==> config.mk <==
export PLATFORM = sky130hd
export DESIGN_NAME = seq_cla_adder_16bit
export DESIGN_NICKNAME = d
export VERILOG_FILES = /design/src/rtl/seq_cla_adder_16bit.sv
export SDC_FILE = /design/constraint.sdc
export NUM_CORES = 1
export LEC_CHECK = 0
export CELL_PAD_IN_SITES_DETAIL_PLACEMENT = 0
export CELL_PAD_IN_SITES_GLOBAL_PLACEMENT = 1
export CORE_MARGIN = 2
export CORE_UTILIZATION = 39
export DETAILED_ROUTE_END_ITERATION = 6
export PLACE_DENSITY_LB_ADDON = 0.1
export SYNTH_ARGS = -nofsm -noshare
export SYNTH_HDL_FRONTEND = slang
export SYNTH_SLANG_ARGS = --single-unit
==> constraint.sdc <==
create_clock -name clk -period 1.8 [get_ports clk]
set_clock_uncertainty 0.2 [all_clocks]
set_input_delay 0.18 -clock clk [delete_from_list [all_inputs] [get_ports clk]]
set_output_delay 0.18 -clock clk [all_outputs]
set_load 0.01 [all_outputs]
==> src/rtl/seq_cla_adder_16bit.sv <==
// Sequential carry-lookahead adder: one 4-bit lookahead slice is reused once per clock,
// folding each nibble's block P/G into a forwarded carry and word-level group P/G.
module seq_cla_adder_16bit #(
    parameter int NIBBLES = 4
) (
    input  logic                   clk,
    input  logic                   rst,
    input  logic                   start,
    input  logic [4*NIBBLES-1:0]   a,
    input  logic [4*NIBBLES-1:0]   b,
    input  logic                   carryIn,
    output logic                   busy,
    output logic                   done,
    output logic [4*NIBBLES-1:0]   sum,
    output logic                   carryOut,
    output logic                   P_group,
    output logic                   G_group
);
    localparam int W    = 4 * NIBBLES;
    localparam int IDXW = (NIBBLES > 1) ? $clog2(NIBBLES) : 1;

    typedef enum logic [1:0] {IDLE, ADD, DONE} state_t;

    state_t            state_q;
    logic [IDXW-1:0]   idx_q;
    logic [W-1:0]      a_q, b_q, work_q;
    logic              carry_q, p_acc_q, g_acc_q;
    logic              busy_q, done_q, carry_out_q, p_group_q, g_group_q;
    logic [W-1:0]      sum_q;

    // Operands shift right each cycle so the active nibble is always bits [3:0].
    logic [3:0]        p, g, c, s;
    logic              blk_p, blk_g;
    logic              carry_d, p_acc_d, g_acc_d;
    logic [W+3:0]      work_cat;
    logic [W-1:0]      work_d;

    genvar gi;
    generate
        for (gi = 0; gi < 4; gi++) begin : g_bit
            assign p[gi] = a_q[gi] ^ b_q[gi];
            assign g[gi] = a_q[gi] & b_q[gi];
            assign s[gi] = p[gi] ^ c[gi];
        end
    endgenerate

    assign c[0] = carry_q;
    assign c[1] = g[0] | (p[0] & carry_q);
    assign c[2] = g[1] | (p[1] & g[0]) | (p[1] & p[0] & carry_q);
    assign c[3] = g[2] | (p[2] & g[1]) | (p[2] & p[1] & g[0]) | (p[2] & p[1] & p[0] & carry_q);

    assign blk_p = &p;
    assign blk_g = g[3] | (p[3] & g[2]) | (p[3] & p[2] & g[1]) | (p[3] & p[2] & p[1] & g[0]);

    assign carry_d  = blk_g | (blk_p & carry_q);
    assign p_acc_d  = p_acc_q & blk_p;
    assign g_acc_d  = blk_g | (blk_p & g_acc_q);

    // New nibble enters at the top; after NIBBLES steps the word is fully aligned.
    assign work_cat = {s, work_q};
    assign work_d   = work_cat[W+3:4];

    always_ff @(posedge clk) begin
        if (rst) begin
            state_q     <= IDLE;
            idx_q       <= '0;
            a_q         <= '0;
            b_q         <= '0;
            work_q      <= '0;
            carry_q     <= 1'b0;
            p_acc_q     <= 1'b0;
            g_acc_q     <= 1'b0;
            busy_q      <= 1'b0;
            done_q      <= 1'b0;
            sum_q       <= '0;
            carry_out_q <= 1'b0;
            p_group_q   <= 1'b0;
            g_group_q   <= 1'b0;
        end else begin
            case (state_q)
                ADD: begin
                    a_q     <= a_q >> 4;
                    b_q     <= b_q >> 4;
                    work_q  <= work_d;
                    carry_q <= carry_d;
                    p_acc_q <= p_acc_d;
                    g_acc_q <= g_acc_d;
                    if (idx_q == IDXW'(NIBBLES - 1)) begin
                        idx_q       <= '0;
                        state_q     <= DONE;
                        busy_q      <= 1'b0;
                        done_q      <= 1'b1;
                        sum_q       <= work_d;
                        carry_out_q <= carry_d;
                        p_group_q   <= p_acc_d;
                        g_group_q   <= g_acc_d;
                    end else begin
                        idx_q <= idx_q + 1'b1;
                    end
                end
                default: begin
                    done_q <= 1'b0;
                    if (start) begin
                        a_q     <= a;
                        b_q     <= b;
                        carry_q <= carryIn;
                        p_acc_q <= 1'b1;
                        g_acc_q <= 1'b0;
                        work_q  <= '0;
                        idx_q   <= '0;
                        busy_q  <= 1'b1;
                        state_q <= ADD;
                    end else begin
                        state_q <= IDLE;
                    end
                end
            endcase
        end
    end

    assign busy     = busy_q;
    assign done     = done_q;
    assign sum      = sum_q;
    assign carryOut = carry_out_q;
    assign P_group  = p_group_q;
    assign G_group  = g_group_q;
endmodule

# Word-level counts from Yosys, hierarchy flattened
# Index checks and enable logic that the tools add are counted.
# Widths: inputs -> output; s select.
[word_totals]
in_bits = 36
register_bits = 76
wordCells = 87
output_inout_bits = 21
[classes]
add_sub_neg = 1
n_reduce_logical = 6
mux = 20
n_bitwise = 41
eq_ne = 3
[ops]
columns = ["op", "count"]
rows = [
  ["$mux 12", 4],
  ["$mux 16", 2],
  ["$and 1x1->1", 21],
  ["$or 1x1->1", 11],
  ["$mux 2", 5],
  ["$mux 1", 9],
  ["$xor 1x1->1", 8],
  ["$reduce_and 2->1", 2],
  ["$reduce_and 4->1", 1],
  ["$reduce_or 2->1", 2],
  ["$add 2x1->2 const B", 1],
  ["$eq 2x1->1 const B", 1],
  ["$eq 2x2->1 const B", 1],
  ["$ne 2x2->1 const B", 1],
  ["$reduce_bool 2->1", 1],
  ["$not 1->1", 1],
]

# Depth between registers and ports, before layout
[depth]
depth_word = 7
depth_mapped = 6
depth_no_buf = 5

# Least setup slack after synthesis
# No wires, ideal clock.
[synth_path]
path_type = "reg-to-reg"
startpoint = "register a_q[0]"
endpoint = "register sum_q[14] (netlist: sum[14])"
synth_period_minus_slack_ns = 1.702
t_arrival_ns = 1.385
path_stages_with_launch = 6
required_ns = 1.483
setup_ns = 0.117
setup_slack_ns = 0.098
n_path_buf = 0
cell_sequence = "dfxtp_1 > ha_1 > a211o_1 > o21a_1 > xor2_1 > a22o_1"
[synth_via]
elab_chain_len = 5
word_cells_on_any_way = 8
classes_between = "8 x bitwise"
[synth_lines]
columns = ["item", "line_no", "text"]
rows = [
  ["start: declaration", "26", "logic [W-1:0] a_q, b_q, work_q;"],
  ["start signal: assignment", "82", "a_q <= a_q >> 4;"],
  ["$and 1x1->1 or $xor 1x1->1 (tied branches)", "42, 41", ""],
  ["$and 1x1->1", "49", "assign c[2] = g[1] | (p[1] & g[0]) | (p[1] & p[0] & carry_q);"],
  ["$or 1x1->1 or $and 1x1->1 (tied branches)", "49", ""],
  ["$or 1x1->1 (*)", "49", ""],
  ["$xor 1x1->1 (*)", "43", "assign s[gi] = p[gi] ^ c[gi];"],
  ["end signal: assignment", "93", "sum_q <= work_d;"],
  ["end: declaration", "29", "logic [W-1:0] sum_q;"],
]
# Every way passes the cells marked *; elsewhere a longest branch is shown, timed or not.
# A chain may end at the register's enable or synchronous reset.

# Worst setup path after layout
# Same ends and word-level chain as after synthesis.

==> results.tsv <==
stage	metric	value	unit
yosys	Post-synth EDFFs	0	
cells_and_area	Antenna diodes	0	
yosys	register area share after synthesis	50.3	%
pwr	pwr/cell area	1030	nW/um^2
global_route	number of global-route vias before repair	2063	
floorplan	Ports	57	
cells_and_area	multi-input logic area	1290	um^2
yosys	synthesized area	2870	um^2
yosys	Syn Area/Cell	10.5	um^2
floorplan	Core Area	7180	um^2
routing	Via Count	2123	
cells_and_area	fill count	692	
sta	setup TNS	0	ns
global_route	Total GRT Usage	15.4	%
yosys	#FFs+latches synth	72	
yosys	predominant post-synthesis flop cell	dfxtp_1	
sta	Final period util	95.6	%
floorplan	Site Rows	31	
yosys	Yosys cell types	34	
worst_hold_path	HP Class	in -> reg	
cells_and_area	P&R area growth vs syn	32.7	%
routing	routed wire length	5890	um
placement	Placer Congestion	0.803	
sta	max_slew headroom	50.1	%
yosys	Post-synth ARST share	0	%
setup_path	startpoint types	register	
routing	post-DR vias/cell	4.93	
placement	Post-DP HPWL	4010	um
setup_path	R2R setup slack	0.08	ns
floorplan	die height	89.7	um
routing	First-pass DRT Iterations	4	
sta	Setup violations, final	0	
sta	RSZ-0062 raised after global routing	yes	
routing	Routed WL per cell	13.7	um
cells_and_area	final core utilization	53.0	%
setup_path	Arr. time, crit path	1.76	ns
clock_network	H-tree depth	3	
global_route	largest net degree at the start of global routing	61	
clock_network	CTS tree	done	
clock_network	cts bufs inserted	9	
clock_network	Root Driver	clkbuf_8	
floorplan	full die area	8050	um^2
global_route	initial antenna violation count	0	
setup_path	worst endpoint required time	1.84	ns
clock_network	Post-CTS Setup Inserts	0	
placement	DP Area	3510	um^2
setup_path	reg2reg path depth	5	
global_route	global-route wire length before repair	9870	um
yosys	Post-Synthesis Cells	272	
cells_and_area	fin area	3800	um^2
outcome	status	finished clean	
routing	DRC errors left	0	
routing	Post-DRT Antenna Nets	0	
cells_and_area	final layout net count	369	
pwr	Static Leak	1.57	nW
placement	PortBufs	56	
setup_path	endpoint class of the critical path	register	
setup_path	Critical Path Fanout Max	3	
sta	fin crit period	1.72	ns
clock_network	hold_buf cts	0	
sta	hold slack	0.128	ns
sta	Slew @ Worst Pin	0.745	ns
yosys	post-synth net total	314	
setup_path	Reg-to-Reg End	sum[14]$_SDFFE_PP0P_	
yosys	most frequent cells after synthesis	dfxtp_1, nor2_1, mux2i_1	
yosys	yosys warns	0	
setup_path	Critical Path End	sum[14]$_SDFFE_PP0P_	
cells_and_area	share of cells above drive strength 1	10.5	%
clock_network	clock latency on the worst-skew pair	0.34	ns
routing	DRT iter0 DRCs	65	
floorplan	Initial Utilization	39.9	%
job	Max-cap violations	0	
clock_network	Longest Clk Path Bufs	2	
clock_network	Num Clock Sinks	72	
sta	fmax	581	MHz
setup_path	Worst Setup SP	a_q[0]$_SDFFE_PP0P_	
floorplan	Die X-Extent	89.7	um
cells_and_area	sequential cell area	1440	um^2
global_route	grt ovf	0	
yosys	Yosys top cell area share	50.3	%
setup_path	CP Class	reg -> reg	
yosys	most numerous cell in the Yosys netlist	dfxtp_1	
pwr	worst ir drop on vdd	0.612	mV
yosys	Synth area leaders	dfxtp_1, mux2i_1, a22o_1	
setup_path	reg-to-reg critical path startpoint	a_q[0]$_SDFFE_PP0P_	
clock_network	Clock transition at path regs	0.07	ns
sta	Slew Limit Fails	0	
yosys	largest area contributor in the netlist	dfxtp_1	
sta	Fin. Hold Viols	0	
-- cell families (layout without fill, tap and decap cells) --
group | count (synthesis) | count (layout) | synth area share [%]
AO/OA/AOI/OAI | 75 | 75 | 20.0
multiplexers | 33 | 33 | 11.5
flip-flops | 72 | 72 | 50.3
XOR/XNOR | 3 | 3 | 0.917
buffers and inverters | 25 | 85 | 5.11
AND/OR/NAND/NOR | 58 | 58 | 9.30
adder cells (fa/ha/maj) | 6 | 6 | 2.88
-- flip-flops by register name, summed over array words and instances (netlist names) --
name,flops
G_group,1
p_acc_q,1
idx_q,2
b_q,16
a_q,16
state_q,2
g_acc_q,1
busy,1
work_q,12
done,1
sum,16
carry_q,1
P_group,1
carryOut,1
-- routing by layer --
| metal | wire length, um | GRT usage (%) | share of wire (%) | vias to the layer above |
|---|---|---|---|---|
| met5 | 0 | 0 | 0 | - |
| met4 | 113 | 7.31 | 1.9 | 0 |
| met3 | 265 | 4.95 | 4.5 | 12 |
| met2 | 2670 | 24.2 | 45 | 47 |
| met1 | 2850 | 19.3 | 48 | 968 |
| li1 | - | - | - | 1096 |
-- timing repair --
item,CTS,global route
endpoints found under the hold margin,0,0
gates resized for setup,0,2
setup endpoints to repair,0,30
-- worst min path at each step --
stage	from	to	depth (start not counted)
final	start	p_acc_q$_SDFFE_PP0P_	4
after global placement	g_acc_q$_SDFFE_PP0P_	g_acc_q$_SDFFE_PP0P_	2
after detailed placement	done$_SDFFE_PP0P_	done$_SDFFE_PP0P_	1
after global routing	start	p_acc_q$_SDFFE_PP0P_	4
after CTS	start	p_acc_q$_SDFFE_PP0P_	4
after floorplan	a[12]	a_q[12]$_SDFFE_PP0P_	2
-- layout by cell type (no fill, tap or decap), types with 2 or more instances in the layout --
master,instances
clkdlybuf4s50_1,55
a21oi_1,10
a22o_1,28
mux2i_1,33
nor2b_1,3
buf_4,10
nand2_1,9
xor2_1,2
bufinv_16,5
nand3b_1,3
clkbuf_8,9
ha_1,5
a211oi_1,25
o21ai_1,2
nor2_1,35
o21a_1,3
dfxtp_1,72
-- critical path, stage by stage, from the launching register on --
cell	delay [ns]
dfxtp_1	0.32
ha_1	0.30
a211o_1	0.30
o21a_1	0.14
xor2_1	0.16
a22o_1	0.20
-- cell type report --
type / count / share of cell area (%)
repair buffers: 68 / 17.4
flip-flops and latches: 72 / 37.9
multi-input cells: 175 / 33.9
clock inverters: 6 / 4.08
clock buffers: 10 / 3.36
well taps: 99 / 3.26
inverters: 1 / 0.0987
-- power breakdown --
group | switching [mW] | internal [mW]
Combinational | 0.204 | 0.206
Sequential | 0.0442 | 1.67
Clock | 0.579 | 1.20
Total | 0.827 | 3.07
-- per-stage QoR --
step | std cells | power (mW) | setup WS (ns)
2_1_floorplan | 272 | 2.00 | 0.0982
6_report | 431 | 3.90 | 0.0798
3_5_place_dp | 415 | 2.16 | -0.172
4_1_cts | 431 | 3.96 | 0.00000244
3_3_place_gp | 415 | 2.15 | -0.165
5_1_grt | 431 | 4.07 | -0.0434
(Power assumes the default switching activity.)
